### config.mk
export PLATFORM = sky130hd
export DESIGN_NAME = a_fifo_rd_stream
export DESIGN_NICKNAME = d
export VERILOG_FILES = /design/src/rtl/a_fifo_rd_stream_pkg.sv /design/src/rtl/a_fifo_rd_stream_skid2.sv /design/src/rtl/a_fifo_rd_stream.sv
export SDC_FILE = /design/constraint.sdc
export NUM_CORES = 1
export LEC_CHECK = 0
export ABC_CLOCK_PERIOD_IN_PS = 1700
export CAP_MARGIN = 30
export CORE_MARGIN = 5
export CORE_UTILIZATION = 49
export CTS_CLUSTER_DIAMETER = 50
export DETAILED_ROUTE_END_ITERATION = 10
export PLACE_DENSITY_LB_ADDON = 0.25
export REMOVE_ABC_BUFFERS = 1
export SYNTH_ARGS = -nofsm -noshare
export SYNTH_HDL_FRONTEND = slang
export SYNTH_SLANG_ARGS = --single-unit
### constraint.sdc
create_clock -name rclk -period 1.7 [get_ports rclk]
set_clock_uncertainty 0.2 [all_clocks]
set_input_delay 0.255 -clock rclk [delete_from_list [all_inputs] [get_ports rclk]]
set_output_delay 0.255 -clock rclk [all_outputs]
set_load 0.01 [all_outputs]
### src/rtl/a_fifo_rd_stream_pkg.sv
// Shared definitions for the a_fifo read-side stream consumer:
// default data width, FSM state encoding and the read-credit rule.
package a_fifo_rd_stream_pkg;

    localparam int DEFAULT_DATA_W = 8;

    typedef enum logic [1:0] {
        ST_IDLE  = 2'd0,
        ST_RUN   = 2'd1,
        ST_DRAIN = 2'd2
    } state_t;

    // A new read may be issued only if its word is guaranteed a buffer slot
    // by the time it is captured; a transfer in the same cycle frees one.
    function automatic logic credit_free(input logic [1:0] occ, input logic xfer);
        return (occ < 2'd2) || ((occ == 2'd2) && xfer);
    endfunction

endpackage

### src/rtl/a_fifo_rd_stream_skid2.sv
// Two-entry register FIFO used as the prefetch/skid buffer.
// Simultaneous push and pop are allowed, including when full.
module a_fifo_skid2 #(
    parameter int DATA_W = 8
) (
    input  logic              rclk,
    input  logic              rst,
    input  logic              push,
    input  logic [DATA_W-1:0] push_data,
    input  logic              pop,
    output logic              out_valid,
    output logic [DATA_W-1:0] out_data,
    output logic [1:0]        count
);

    logic [DATA_W-1:0] mem_reg [2];
    logic              wr_ptr_reg;
    logic              rd_ptr_reg;
    logic [1:0]        count_reg;

    genvar gi;
    generate
        for (gi = 0; gi < 2; gi++) begin : g_entry
            always_ff @(posedge rclk or posedge rst) begin
                if (rst) begin
                    mem_reg[gi] <= '0;
                end else if (push && (wr_ptr_reg == 1'(gi))) begin
                    mem_reg[gi] <= push_data;
                end
            end
        end
    endgenerate

    always_ff @(posedge rclk or posedge rst) begin
        if (rst) begin
            wr_ptr_reg <= 1'b0;
            rd_ptr_reg <= 1'b0;
            count_reg  <= 2'd0;
        end else begin
            if (push) begin
                wr_ptr_reg <= ~wr_ptr_reg;
            end
            if (pop) begin
                rd_ptr_reg <= ~rd_ptr_reg;
            end
            count_reg <= count_reg + 2'(push) - 2'(pop);
        end
    end

    // Data is forced to zero when nothing is held so the output is clean after reset.
    assign out_valid = (count_reg != 2'd0);
    assign out_data  = out_valid ? mem_reg[rd_ptr_reg] : '0;
    assign count     = count_reg;

endmodule

### src/rtl/a_fifo_rd_stream.sv
// Read-side consumer for a_fifo: credit-limited prefetch into a 2-entry skid
// buffer, valid/ready output framed into bursts of BURST_LEN words.
module a_fifo_rd_stream
    import a_fifo_rd_stream_pkg::*;
#(
    parameter int DATA_W    = DEFAULT_DATA_W,
    parameter int BURST_LEN = 4,
    parameter int CNT_W     = 16
) (
    input  logic              rclk,
    input  logic              rst,
    input  logic              en,
    input  logic              empty,
    input  logic [DATA_W-1:0] dout,
    output logic              rd,
    output logic              m_valid,
    input  logic              m_ready,
    output logic [DATA_W-1:0] m_data,
    output logic              m_last,
    output logic              idle,
    output logic [CNT_W-1:0]  wcount
);

    localparam int BEAT_W = (BURST_LEN > 1) ? $clog2(BURST_LEN) : 1;
    localparam logic [BEAT_W-1:0] BEAT_LAST = BEAT_W'(BURST_LEN - 1);

    state_t            state_reg;
    state_t            state_next;
    logic              inflight_reg;
    logic [BEAT_W-1:0] beat_reg;
    logic [CNT_W-1:0]  wcount_reg;
    logic [1:0]        buf_count;
    logic [1:0]        occ;
    logic              xfer;

    // The word read last cycle is on dout now and is pushed at this edge.
    a_fifo_skid2 #(
        .DATA_W (DATA_W)
    ) u_skid (
        .rclk      (rclk),
        .rst       (rst),
        .push      (inflight_reg),
        .push_data (dout),
        .pop       (xfer),
        .out_valid (m_valid),
        .out_data  (m_data),
        .count     (buf_count)
    );

    assign xfer = m_valid & m_ready;
    assign occ  = buf_count + {1'b0, inflight_reg};

    always_comb begin
        state_next = state_reg;
        rd         = 1'b0;
        case (state_reg)
            ST_IDLE: begin
                if (en) begin
                    state_next = ST_RUN;
                end
            end
            ST_RUN: begin
                rd = ~empty & credit_free(occ, xfer);
                if (!en) begin
                    state_next = ST_DRAIN;
                end
            end
            ST_DRAIN: begin
                if (en) begin
                    state_next = ST_RUN;
                end else if (occ == 2'd0) begin
                    state_next = ST_IDLE;
                end
            end
            default: begin
                state_next = ST_IDLE;
            end
        endcase
    end

    always_ff @(posedge rclk or posedge rst) begin
        if (rst) begin
            state_reg    <= ST_IDLE;
            inflight_reg <= 1'b0;
            beat_reg     <= '0;
            wcount_reg   <= '0;
        end else begin
            state_reg    <= state_next;
            inflight_reg <= rd;
            if (xfer) begin
                beat_reg   <= (beat_reg == BEAT_LAST) ? '0 : beat_reg + 1'b1;
                wcount_reg <= wcount_reg + 1'b1;
            end
        end
    end

    assign m_last = m_valid & (beat_reg == BEAT_LAST);
    assign idle   = (state_reg == ST_IDLE);
    assign wcount = wcount_reg;

endmodule

==> results_dict.tcl, run 1 <==
set metrics [dict create \
    status "finished with violations" \
    violations "setup timing" \
    leakage_nw 1.31 \
    fin_crit_sh 1.14 \
    start_kind "flip-flop" \
    synth_xor_xnor_area_share 0.0916 \
    setup_viol_count_final 10 \
    viasPerCell 4.97 \
    arrival_ns 1.48 \
    cts_root_buf "clkbuf_8" \
    grt.overflow.total 0 \
    drv_slew 0 \
    numCtsBuffers 5 \
    end_kind "output port" \
    synth_compound_area_frac 0.0207 \
    dieArea_mm2 0.00503 \
    grt_pass1_vias 1497 \
    synth_top_cell_area_share 0.565 \
    drc 0 \
    first_iter_violations 29 \
    cts_tree "yes" \
    min_path_type "primary input to async pin" \
    synth-adder-area-share 0.0275 \
    syn_inst 152 \
    crit_path_max_incr_delay_ns 0.43 \
    io_pins 41 \
    drt_wl_total_um 4000 \
    maxSlewHeadroom 0.826 \
    syn_area_per_cell_um2 12.0 \
    grt_pass1_wl_um 6680 \
    clockBufferDepth 2 \
    synth_flop_cell "dfrtp_1" \
    fin_crit_ns 1.93 \
    crit_slowest_cell "dfrtp_1" \
    ys_ff_latch 41 \
    core_area_mm2 0.00363 \
    die_h_um 70.9 \
    yosys-top-cells-count "41 x dfrtp_1, 17 x nand2_1, 16 x mux2_2, 14 x nor2_1, 13 x xnor2_1" \
    yosysMostFrequentCell "dfrtp_1" \
    grt_max_degree 42 \
    dp_cells 253 \
    placementRows 22 \
    p_per_area_mw_per_mm2 1690 \
    final_cells 274 \
    clk_latency_ns 0.29 \
    power.total_mw 4.57 \
    num_vias 1363 \
    seq_area_mm2 0.00103 \
    path_cells "ha_4 -> inv_2 -> nand2_2 -> a211oi_2 -> buf_2" \
    synth_top_area_cell "dfrtp_1" \
    finalHoldViolCount 0 \
    area_growth_pct 48.8 \
    synth_edf_count 0 \
    synth_area_leaders "dfrtp_1 56%, mux2_2 9.9%, xnor2_1 6.3%, mux2i_1 4.4%, nand2_1 3.5%" \
    synthArstFlopShare 1.00 \
    avgRoutedWirePerCell_um 14.6 \
    antenna_found_initial 0 \
    yosys_warnings 0 \
    r2r_setup_slack_ns 0.06 \
    multi_input_area_um2 857 \
    synth-simple-area-share 0.130 \
    synth_cell_types 26 \
    nets 243 \
    htree_levels 2 \
    ir_drop_mv 1.12 \
    num-fill-cells 278 \
    firstDrtPassIters 4 \
    synth_mux_area_frac 0.143 \
    synth_top_family_by_area "multiplexers" \
    drv_cap 0 \
    grtUsageTotal 0.169 \
    drtAntennaViolNets 0 \
    critical_path_class "flip-flop to output port" \
    path_clk_slew_ns 0.08 \
    netlist_area_mm2 0.00182 \
    grt_setup_unrepaired "yes" \
    ctsHoldBuffers 0 \
    drive_gt1_frac 0.385 \
    worst_pin_slew_ns 0.254 \
    insertedDiodeCount 0 \
    gp_congestion 0.776 \
    dpl.hpwl_um 2700 \
    layout_setup_ws_ns -0.232 \
    port_buffers 40 \
    die_x_um 70.9 \
    start_util 0.500 \
    place_worst_setup_slack_ns -0.563 \
    max_freq_mhz 517 \
    cts_num_sinks 41 \
    worstPathRequired_ns 1.24 \
    seq_area_frac_synth 0.565 \
    cp_max_fo 2 \
]
logic make-up (layout without fill, tap and decap cells):
kind of cell	count (synthesis)	count (layout)
AOI/OAI and AO/OA	6	6
xor gates and xnor gates	19	19
adders and majority gates	4	4
buffers and inverters	8	82
DFF	41	41
muxes	24	24
and+or+nand+nor	50	50
area by class of cell:
type | count | area share
Inverter | 5 | 0.00694
Multi-Input combinational cell | 103 | 0.317
Timing Repair Buffer | 70 | 0.236
Tap cell | 48 | 0.0222
Sequential cell | 41 | 0.379
Clock buffer | 5 | 0.0255
Clock inverter | 2 | 0.0130
path summary, 6_finish.rpt:
check	start	end	cells past startpoint
worst max-delay path	u_skid.count[0]	rd	5
min in group rclk	wcount[15]	wcount[15]	1
worst min-delay path	rst	u_skid.mem_reg[9]	3
max in group asynchronous	rst	u_skid.wr_ptr_reg	3
worst min register to register	wcount[15]	wcount[15]	1
worst max register to register	u_skid.count[0]	wcount[6]	6
repair_timing:
item,in CTS,in global routing
setup buffers,12,3
pin swaps,2,14
setup endpoints to repair,26,27
cloned,1,0
gates resized for setup,58,37
layout by cell type (no fill, tap or decap), types with 2 or more instances in the layout:
cell	Yosys	layout
buf_2	2	7
buf_4	0	21
buf_6	1	12
clkbuf_8	0	5
clkdlybuf4s50_1	0	17
dfrtp_1	41	41
dlygate4sd2_1	0	8
dlymetal6s2s_1	0	4
ha_1	4	2
ha_4	0	2
inv_1	4	2
inv_2	1	3
mux2_2	16	16
mux2i_1	8	7
nand2_1	17	15
nand2_2	0	2
nand3_1	5	5
nand4_1	4	4
nor2_1	14	6
nor2_2	1	4
nor2_4	0	5
nor2b_1	2	2
nor3_1	2	2
nor3_2	2	2
xnor2_1	13	13
xor2_1	6	6
critical path: cells and delay by family, from the launching register on:
kind / cells / cell delay (ns)
buffers and inverters: 2 / 0.23
AO/OA/AOI/OAI: 1 / 0.23
AND/OR/NAND/NOR: 1 / 0.05
adder cells (fa/ha/maj): 1 / 0.26
flip-flops: 1 / 0.43
per-stage QoR:
step                area [um2]   util  hold WS [ns]  setup TNS (ns)
detailed placement        2390  0.657         0.265           -2.62
global route              2700  0.744         0.179           -1.58
finish                    2700  0.744         0.133          -0.996
CTS                       2550  0.703         0.144          -0.998
global placement          2390  0.657         0.261           -2.27
floorplan                 1800      -         0.118          -0.123
power breakdown:
| part | switching, mW | internal, mW | total [mW] |
|---|---|---|---|
| Sequential | 0.266 | 1.33 | 1.60 |
| Combinational | 0.966 | 1.27 | 2.23 |
| Clock | 0.310 | 0.427 | 0.737 |
per-layer routing:
| layer | global-route usage | wire length (um) |
|---|---|---|
| met1 | 0.184 | 1630 |
| met2 | 0.303 | 2120 |
| met4 | 0.0752 | 65 |
| met3 | 0.0511 | 181 |
| met5 | 0 | 0 |
(Power assumes the default switching activity.)
==> run 2: changes to the inputs <==
--- a/config.mk
+++ b/config.mk
@@ -5,10 +5,10 @@
 export SDC_FILE = /design/constraint.sdc
 export NUM_CORES = 1
 export LEC_CHECK = 0
-export ABC_CLOCK_PERIOD_IN_PS = 1700
+export ABC_CLOCK_PERIOD_IN_PS = 2500
 export CAP_MARGIN = 30
 export CORE_MARGIN = 5
-export CORE_UTILIZATION = 49
+export CORE_UTILIZATION = 53
 export CTS_CLUSTER_DIAMETER = 50
 export DETAILED_ROUTE_END_ITERATION = 10
 export PLACE_DENSITY_LB_ADDON = 0.25
==> constraint.sdc (replaced) <==
create_clock -name rclk -period 2.5 [get_ports rclk]
set_clock_uncertainty 0.2 [all_clocks]
set_input_delay 0.375 -clock rclk [delete_from_list [all_inputs] [get_ports rclk]]
set_output_delay 0.375 -clock rclk [all_outputs]
set_load 0.01 [all_outputs]
==> run 2 against run 1 <==
  * The run now ends clean
  * Combinational power shrank 51%
  * Final cell count shrank 9.9%
  * Die area shrank 6.5%
  * Worst setup slack gained 0.33 ns
  * Register-to-register slack gained 0.83 ns
==> results_dict.tcl, run 2 (synthesis gave the netlist of run 1 again) <==
set metrics [dict create \
    status "finished clean" \
    p_seq_frac 0.440 \
    maxSlewHeadroom 0.672 \
    start_kind "flip-flop" \
    numCtsBuffers 5 \
    place_worst_setup_slack_ns -0.0805 \
    leakage_nw 1.05 \
    grt_setup_unrepaired "no" \
    mostFrequentLayoutCell "dfrtp_1" \
    antenna_found_initial 0 \
    p_int_mw 1.68 \
    ir_drop_mv 0.605 \
    worstPathRequired_ns 1.92 \
    num_vias 1247 \
    finalHoldViolCount 0 \
    port_buffers 40 \
    grt_pass1_wl_um 6070 \
    grt_max_degree 26 \
    cts_num_sinks 41 \
    dpl.hpwl_um 2740 \
    p_per_area_mw_per_mm2 1080 \
    drv_cap 0 \
    path_clk_slew_ns 0.11 \
    drv_slew 0 \
    gp_congestion 0.777 \
    cp_max_fo 9 \
    drive_gt1_frac 0.164 \
    post-route-util 0.704 \
    crit_cells 3 \
    viasPerCell 5.05 \
    max_freq_mhz 417 \
    drtAntennaViolNets 0 \
    start_util 0.544 \
    whs_ns 0.162 \
    final_cells 247 \
    final_area_mm2 0.00235 \
    post_cts_buffers 0 \
    dieArea_mm2 0.00470 \
    drt_wl_total_um 3690 \
    crit_path_max_incr_delay_ns 0.66 \
    layout_setup_ws_ns 0.101 \
    setup_viol_count_final 0 \
    drc 0 \
    dp_cells 240 \
    min_path_type "primary input to async pin" \
    insertedDiodeCount 0 \
    nets 218 \
    fin_crit_sh 0.960 \
    core_area_mm2 0.00334 \
    clk_latency_ns 0.33 \
    die_x_um 68.5 \
    r2r_cells 5 \
    first_iter_violations 33 \
    worst_pin_slew_ns 0.492 \
    firstDrtPassIters 4 \
    path_delay_family "flip-flops" \
    dpl_cell_area_mm2 0.00229 \
    cp_num_buf_inv 1 \
    grt_pass1_vias 1343 \
    placementRows 21 \
    cts_root_buf "clkbuf_4" \
    sw_frac_of_total 0.338 \
    io_pins 41 \
    die_h_um 68.5 \
    clockBufferDepth 2 \
    path_cells "mux2i_1 -> nor2_1 -> clkdlybuf4s50_1" \
    crit_slowest_cell "dfrtp_1" \
    grt.overflow.total 0 \
    most-common-layout-cells "41 x dfrtp_1, 39 x clkdlybuf4s50_1, 17 x nand2_1" \
    arrival_ns 1.82 \
    p_sw_mw 0.857 \
    critical_path_class "flip-flop to output port" \
    end_kind "output port" \
    pwr-share-comb 0.434 \
    power.share.clock 0.126 \
    avgRoutedWirePerCell_um 15.0 \
    area_growth_pct 29.3 \
    grtUsageTotal 0.180 \
    num-fill-cells 258 \
    cts_tree "yes" \
    fin_crit_ns 2.40 \
    htree_levels 2 \
]
-- run 2: cell count changes in the layout (fill, tap and decap cells not counted), moves of 3 or more --
cell             previous run  this run
buf_2                       7         0
buf_4                      21         5
buf_6                      12         0
clkbuf_4                    0         5
clkbuf_8                    5         1
clkdlybuf4s50_1            17        39
dlygate4sd2_1               8         1
dlymetal6s2s_1              4         0
nor2_1                      6        14
nor2_2                      4         1
nor2_4                      5         0
-- run 2: per-layer routing --
metal,global-route usage,part of all wire
met5,0,0
met4,0.0670,0.015
met3,0.0648,0.061
met2,0.317,0.53
met1,0.198,0.39
-- run 2: final cells by class --
| class | instances | area, um2 | area share |
|---|---|---|---|
| Sequential cell | 41 | 1030 | 0.437 |
| Multi-Input combinational cell | 103 | 756 | 0.322 |
| Timing Repair Buffer | 45 | 437 | 0.186 |
| Tap cell | 46 | 57.6 | 0.0245 |
| Clock buffer | 7 | 55.1 | 0.0234 |
| Inverter | 5 | 18.8 | 0.00799 |
-- run 2: path summary, 6_finish.rpt --
| path | slack, ns | to | from |
|---|---|---|---|
| worst max-delay path | 0.10 | m_data[5] | u_skid.rd_ptr_reg |
| worst min-delay path | 0.16 | wcount[14] | rst |
| worst max register to register | 0.89 | wcount[8] | wcount[0] |
| worst min register to register | 0.28 | wcount[15] | wcount[15] |
| max in group asynchronous | 1.65 | u_skid.mem_reg[12] | rst |
| min in group rclk | 0.28 | wcount[15] | wcount[15] |
-- run 2: power groups by stage --
stage               clock network [mW]  registers [mW]  logic (mW)
floorplan                            0            1.10       0.582
global placement                     0            1.10        1.06
detailed placement                   0            1.13        1.11
CTS                              0.335            1.12        1.12
global route                     0.365            1.15        1.21
finish                           0.321            1.12        1.10
-- run 2: worst register-to-register path: stages (launching register included) --
cell and delay (ns):
dfrtp_1 0.44, ha_1 0.19, nand3_1 0.10, or2_4 0.26
nor3_2 0.18, xor2_1 0.16
-- run 2: metrics by stage --
step,setup TNS (ns),total power [mW]
6_report,0,2.54
3_5_place_dp,-0.0805,2.24
3_3_place_gp,0,2.16
2_1_floorplan,0,1.68
5_1_grt,0,2.73
4_1_cts,0,2.57
-- run 2: repair_timing --
action	4_1_cts	5_1_grt
endpoints found under the hold margin	0	0
pin swaps	0	1
resized for setup	2	0
hold buffers	0	0
endpoints found under the setup margin	1	1
==> run 3: changes to the inputs <==
--- a/config.mk
+++ b/config.mk
@@ -5,12 +5,14 @@
 export SDC_FILE = /design/constraint.sdc
 export NUM_CORES = 1
 export LEC_CHECK = 0
+export ABC_AREA = 1
 export ABC_CLOCK_PERIOD_IN_PS = 2500
 export CAP_MARGIN = 30
 export CORE_MARGIN = 5
-export CORE_UTILIZATION = 53
+export CORE_UTILIZATION = 54
 export CTS_CLUSTER_DIAMETER = 50
 export DETAILED_ROUTE_END_ITERATION = 10
+export GPL_TIMING_DRIVEN = 0
 export PLACE_DENSITY_LB_ADDON = 0.25
 export REMOVE_ABC_BUFFERS = 1
 export SYNTH_ARGS = -nofsm -noshare
==> run 3 against run 2 <==
  * Non-clock buffer count shrank 4
  * Core utilization grew 1.6 points
  * Synthesized cell count grew 50%
  * Critical path depth grew 1
  * Clock-buffer cell count is the same
  * Register-to-register slack lost 0.15 ns
  * Critical endpoint is now m_data[6]
  * Highest routed layer unchanged
==> results_dict.tcl, run 3 <==
set metrics [dict create \
    status "finished clean" \
    die_x_um 69.6 \
    seq_area_frac_synth 0.535 \
    core_area_mm2 0.00339 \
    power.total_mw 2.56 \
    p_sw_mw 0.943 \
    ys_ff_latch 41 \
    final_area_mm2 0.00244 \
    end_kind "output port" \
    yosys-top-cells-count "68 x nand2_1, 41 x dfrtp_1, 31 x inv_1, 14 x nor2_1, 11 x a21oi_1" \
    min_path_type "flip-flop to flip-flop" \
    finalHoldViolCount 0 \
    syn_inst 228 \
    cp_max_fo 9 \
    io_pins 41 \
    cts_num_sinks 41 \
    critical_path_class "flip-flop to output port" \
    nets 287 \
    netlist_area_mm2 0.00192 \
    drc 0 \
    grtUsageTotal 0.167 \
    dieArea_mm2 0.00485 \
    placementRows 21 \
    num_vias 1544 \
    synth_cell_types 26 \
    leakage_nw 1.20 \
    synth_top_cell_area_share 0.535 \
    yosysMostFrequentCell "nand2_1" \
    avgRoutedWirePerCell_um 12.1 \
    synth_flop_cell "dfrtp_1" \
    grt_setup_unrepaired "no" \
    yosys_warnings 0 \
    power.share.clock 0.147 \
    insertedDiodeCount 0 \
    p_seq_frac 0.431 \
    die_h_um 69.6 \
    cts_root_buf "clkbuf_4" \
    drtAntennaViolNets 0 \
    area_growth_pct 27.1 \
    ir_drop_mv 0.681 \
    numCtsBuffers 5 \
    cts_tree "yes" \
    pwr-share-comb 0.422 \
    worst_pin_slew_ns 0.820 \
    setup_viol_count_final 0 \
    max_freq_mhz 417 \
    arrival_ns 1.82 \
    synthArstFlopShare 1.00 \
    grt.overflow.total 0 \
    syn_area_per_cell_um2 8.42 \
    dpl.hpwl_um 2630 \
    start_util 0.566 \
    viasPerCell 4.87 \
    p_int_mw 1.62 \
    grt_max_degree 42 \
    mostFrequentLayoutCell "nand2_1" \
    p_per_area_mw_per_mm2 1050 \
    maxSlewHeadroom 0.453 \
    drive_gt1_frac 0.0701 \
    sw_frac_of_total 0.369 \
    drv_slew 0 \
    fin_crit_ns 2.40 \
    worstPathRequired_ns 1.92 \
    synth_edf_count 0 \
    path_clk_slew_ns 0.12 \
    dpl_cell_area_mm2 0.00235 \
    most-common-layout-cells "68 x nand2_1, 40 x dfrtp_1, 39 x clkdlybuf4s50_1" \
    antenna_found_initial 0 \
    firstDrtPassIters 4 \
    port_buffers 40 \
    grt_pass1_wl_um 6540 \
    htree_levels 2 \
    first_iter_violations 90 \
    post-route-util 0.720 \
    clk_latency_ns 0.35 \
    fin_crit_sh 0.959 \
    tns_ns 0 \
    drt_wl_total_um 3820 \
    grt_pass1_vias 1477 \
    ctsHoldBuffers 0 \
    start_kind "flip-flop" \
    synth_area_leaders "dfrtp_1 53%, nand2_1 13%, inv_1 6.1%, xor2_1 3.7%, a21oi_1 2.9%" \
    gp_congestion 0.821 \
    clockBufferDepth 2 \
    drv_cap 0 \
    synth_top_area_cell "dfrtp_1" \
]
## run 3: logic make-up (layout without fill, tap and decap cells)
kind of cell / count (synthesis) / in the layout / synth area share
simple gates: 101 / 101 / 0.224
compound gates: 31 / 31 / 0.0834
fa+ha+maj: 4 / 4 / 0.0261
buf+inv: 40 / 83 / 0.0815
xor+xnor: 11 / 11 / 0.0502
flops: 41 / 41 / 0.535
## run 3: worst paths after layout
check	start	end	slack, ns	cells after the start
worst max-delay path	u_skid.rd_ptr_reg	m_data[6]	0.10	4
worst min-delay path	u_skid.mem_reg[1]	u_skid.mem_reg[1]	0.30	2
worst max register to register	u_skid.count[1]	wcount[10]	0.74	7
worst min register to register	u_skid.mem_reg[1]	u_skid.mem_reg[1]	0.30	2
max in group asynchronous	rst	u_skid.rd_ptr_reg	1.23	2
min in group asynchronous	rst	wcount[0]	0.31	2
## run 3: per-stage QoR
stage | setup WS (ns) | hold WS, ns | cells
floorplan | 0.749 | 0.253 | 222
global placement | -0.233 | 0.267 | 308
detailed placement | -0.287 | 0.273 | 308
CTS | 0.00611 | 0.301 | 317
global route | 0.0322 | 0.317 | 317
finish | 0.102 | 0.297 | 317
## run 3: final cells by class
type / instances / area (um2)
tap: 46 / 57.6
clock inverter: 1 / 5.00
fill: 264 / 950
multi-input combinational: 147 / 749
inverter: 34 / 129
clock buffer: 7 / 65.1
sequential: 41 / 1030
timing repair buffer: 41 / 407
## run 3: critical path, cell delays in order (launching register included)
cell	delay (ns)
dfrtp_2	0.50
clkinv_2	0.15
nand2_1	0.09
a21oi_1	0.17
clkdlybuf4s50_1	0.56
## run 3: layer usage
metal	part of all wire	vias to the layer above	wire [um]	track usage
li1	-	792	-	-
met1	0.46	709	1750	0.210
met2	0.46	35	1770	0.272
met3	0.058	8	220	0.0406
met4	0.021	0	81	0.0702
met5	0	-	0	0
## run 3: power groups by stage
stage          combinational [mW]  sequential (mW)  clock [mW]
6_report                     1.08             1.10       0.376
5_1_grt                      1.20             1.14       0.404
4_1_cts                      1.09             1.10       0.383
3_5_place_dp                 1.07             1.10           0
3_3_place_gp                 1.04             1.10           0
2_1_floorplan               0.575             1.08           0
## run 3: repair_timing
item / in CTS / in global routing
setup endpoints to repair: 11 / 2
hold endpoints to repair: 0 / 0
pin swaps: 1 / 0
gates cloned: 0 / 0
buffers inserted: 1 / 0
gates resized for setup: 5 / 1
==> edit: new RTL, config.mk and constraints of run 3 <==
Encoding of `state_t`: now one-hot (3 bits for 3 states).
--- a/src/rtl/a_fifo_rd_stream_pkg.sv
+++ b/src/rtl/a_fifo_rd_stream_pkg.sv
@@ -6,6 +6,6 @@
 
-    typedef enum logic [1:0] {
-        ST_IDLE  = 2'd0,
-        ST_RUN   = 2'd1,
-        ST_DRAIN = 2'd2
+    typedef enum logic [2:0] {
+        ST_IDLE  = 3'b001,
+        ST_RUN   = 3'b010,
+        ST_DRAIN = 3'b100
     } state_t;
Formal check against the unedited RTL: no difference found for any inputs over 10 cycles, from zero or initial values and one cycle with rst high; not proved beyond that.
==> edit against run 3 <==
Setup slack worse by 0.0073 ns. Synthesized cell count up 4.4%. Count of clock-buffer cells in the layout unchanged. Highest routed layer unchanged. Largest power group is now combinational cells. Fmax down 0.31%. Largest cell class unchanged. Critical endpoint is now m_data[3]. Total power up 7.5%. Area after synthesis up 6.9%. Sequential cell count up 1. Design area up 7.2%. Routed wire length up 3.6%.
==> edit: results <==
outcome:
  status: "completed"
final_layout:
  nets: 298
  drive_gt1_share_pct: 9.22
  diodes: 0
  final.fill_count: 308
routing:
  dr.pass1.iters: 4
  vias_per_cell: 5.01
  routed_wl_um: 3960
  drt-initial-drc-count: 117
power_and_ir_drop:
  vdd_ir_drop_max_v: 0.000634
  p_leak_nw: 1.33
clocking:
  clk_pin_slew_ns: 0.07
  clockBufferDepth: 2
  ctsRootBufferMaster: "clkbuf_8"
  cts_buffers: 5
  clock_latency_ns: 0.29
  htreeDepth: 2
setup_path:
  cp_data_arrival_time_ns: 1.83
  path_max_fanout: 9
logic_synthesis:
  ys_seq_area_share_pct: 51.3
  async_reset_ff_share_pct: 100
  ys_warn_count: 0
  synth_cell_types: 30
  synthTopCellsByArea: "dfrtp_1 50%, nand2_1 12%, inv_1 5.7%, xor2_1 3.4%, nand3_1 2.9%"
  synthTopCellsByCount: "63 x nand2_1, 41 x dfrtp_1, 31 x inv_1, 12 x nand3_1, 12 x nor2_1"
grt:
  grt_first_pass_wirelength_um: 6660
  grt_pass1_vias: 1536
  grt.total_usage_pct: 16.5
  grt_max_degree: 43
  antenna_found_initial: 0
placed_design:
  portBuffers: 40
  place_area_um2: 2490
  gp_congestion: 0.804
  hpwlAfterDp_um: 2780
  pre_cts_slack_ns: 0.0868
timing:
  maxSlewViolCount: 0
  setup_tns_ns: 0
  relSlewSlack_pct: 44.8
min_path:
  min_path_type: "register to register"
[edit: report_power, final]
group	switching (mW)	internal, mW	total, mW
logic	0.580	0.607	1.19
clock network	0.214	0.223	0.437
registers	0.204	0.922	1.13
[edit: final cells by class]
class | count | area, um^2 | area share (%)
Timing Repair Buffer | 41 | 410 | 15.7
Tap cell | 48 | 60.1 | 2.30
Clock inverter | 1 | 5.00 | 0.191
Multi-Input combinational cell | 155 | 861 | 32.9
Inverter | 36 | 139 | 5.31
Clock buffer | 7 | 86.3 | 3.30
Sequential cell | 42 | 1050 | 40.3
[edit: cell families (layout without fill, tap and decap cells)]
kind of cell | count (synthesis) | in the layout | share of synthesized area, %
xor+xnor | 14 | 14 | 6.34
flops | 42 | 42 | 51.3
simple gates | 104 | 104 | 23.5
buf+inv | 41 | 85 | 7.74
compound gates | 33 | 33 | 8.66
fa+ha+maj | 4 | 4 | 2.44
[edit: routing by layer]
layer  vias up  track usage [%]  part of all wire (%)  wire, um
li1        829                -                     -         -
met1       774             21.2                    45      1780
met2        41             26.0                    48      1910
met3         9             3.65                   4.2       167
met4         0             8.35                   2.6       102
met5         -                0                     0         0
[edit: final timing paths]
path	to	slack, ns	start	cells after the start
max	m_data[3]	0.09	u_skid.rd_ptr_reg	4
min	u_skid.mem_reg[2]	0.29	u_skid.mem_reg[2]	2
max reg2reg	u_skid.count[1]	0.88	u_skid.count[1]	4
min reg2reg	u_skid.mem_reg[2]	0.29	u_skid.mem_reg[2]	2
max in group asynchronous	u_skid.count[0]	1.17	rst	2
min in group asynchronous	u_skid.count[1]	0.36	rst	2
[edit: what timing repair did]
action,in CTS,in global routing
buffers inserted,0,1
gates resized for setup,2,4
endpoints found under the setup margin,1,9
pin swaps,0,1
cloned,0,0
[edit: critical path, cell delays in order (launching register included)]
cell and delay (ns):
dfrtp_1 0.56, clkinvlp_4 0.30, nand2_1 0.12, a21oi_1 0.07, clkdlybuf4s50_1 0.50
[edit: per-stage QoR]
stage          instances  util (%)
6_report             330      71.4
5_1_grt              330      71.4
4_1_cts              329      70.8
3_5_place_dp         321      68.0
3_3_place_gp         321      68.0
2_1_floorplan        233         -
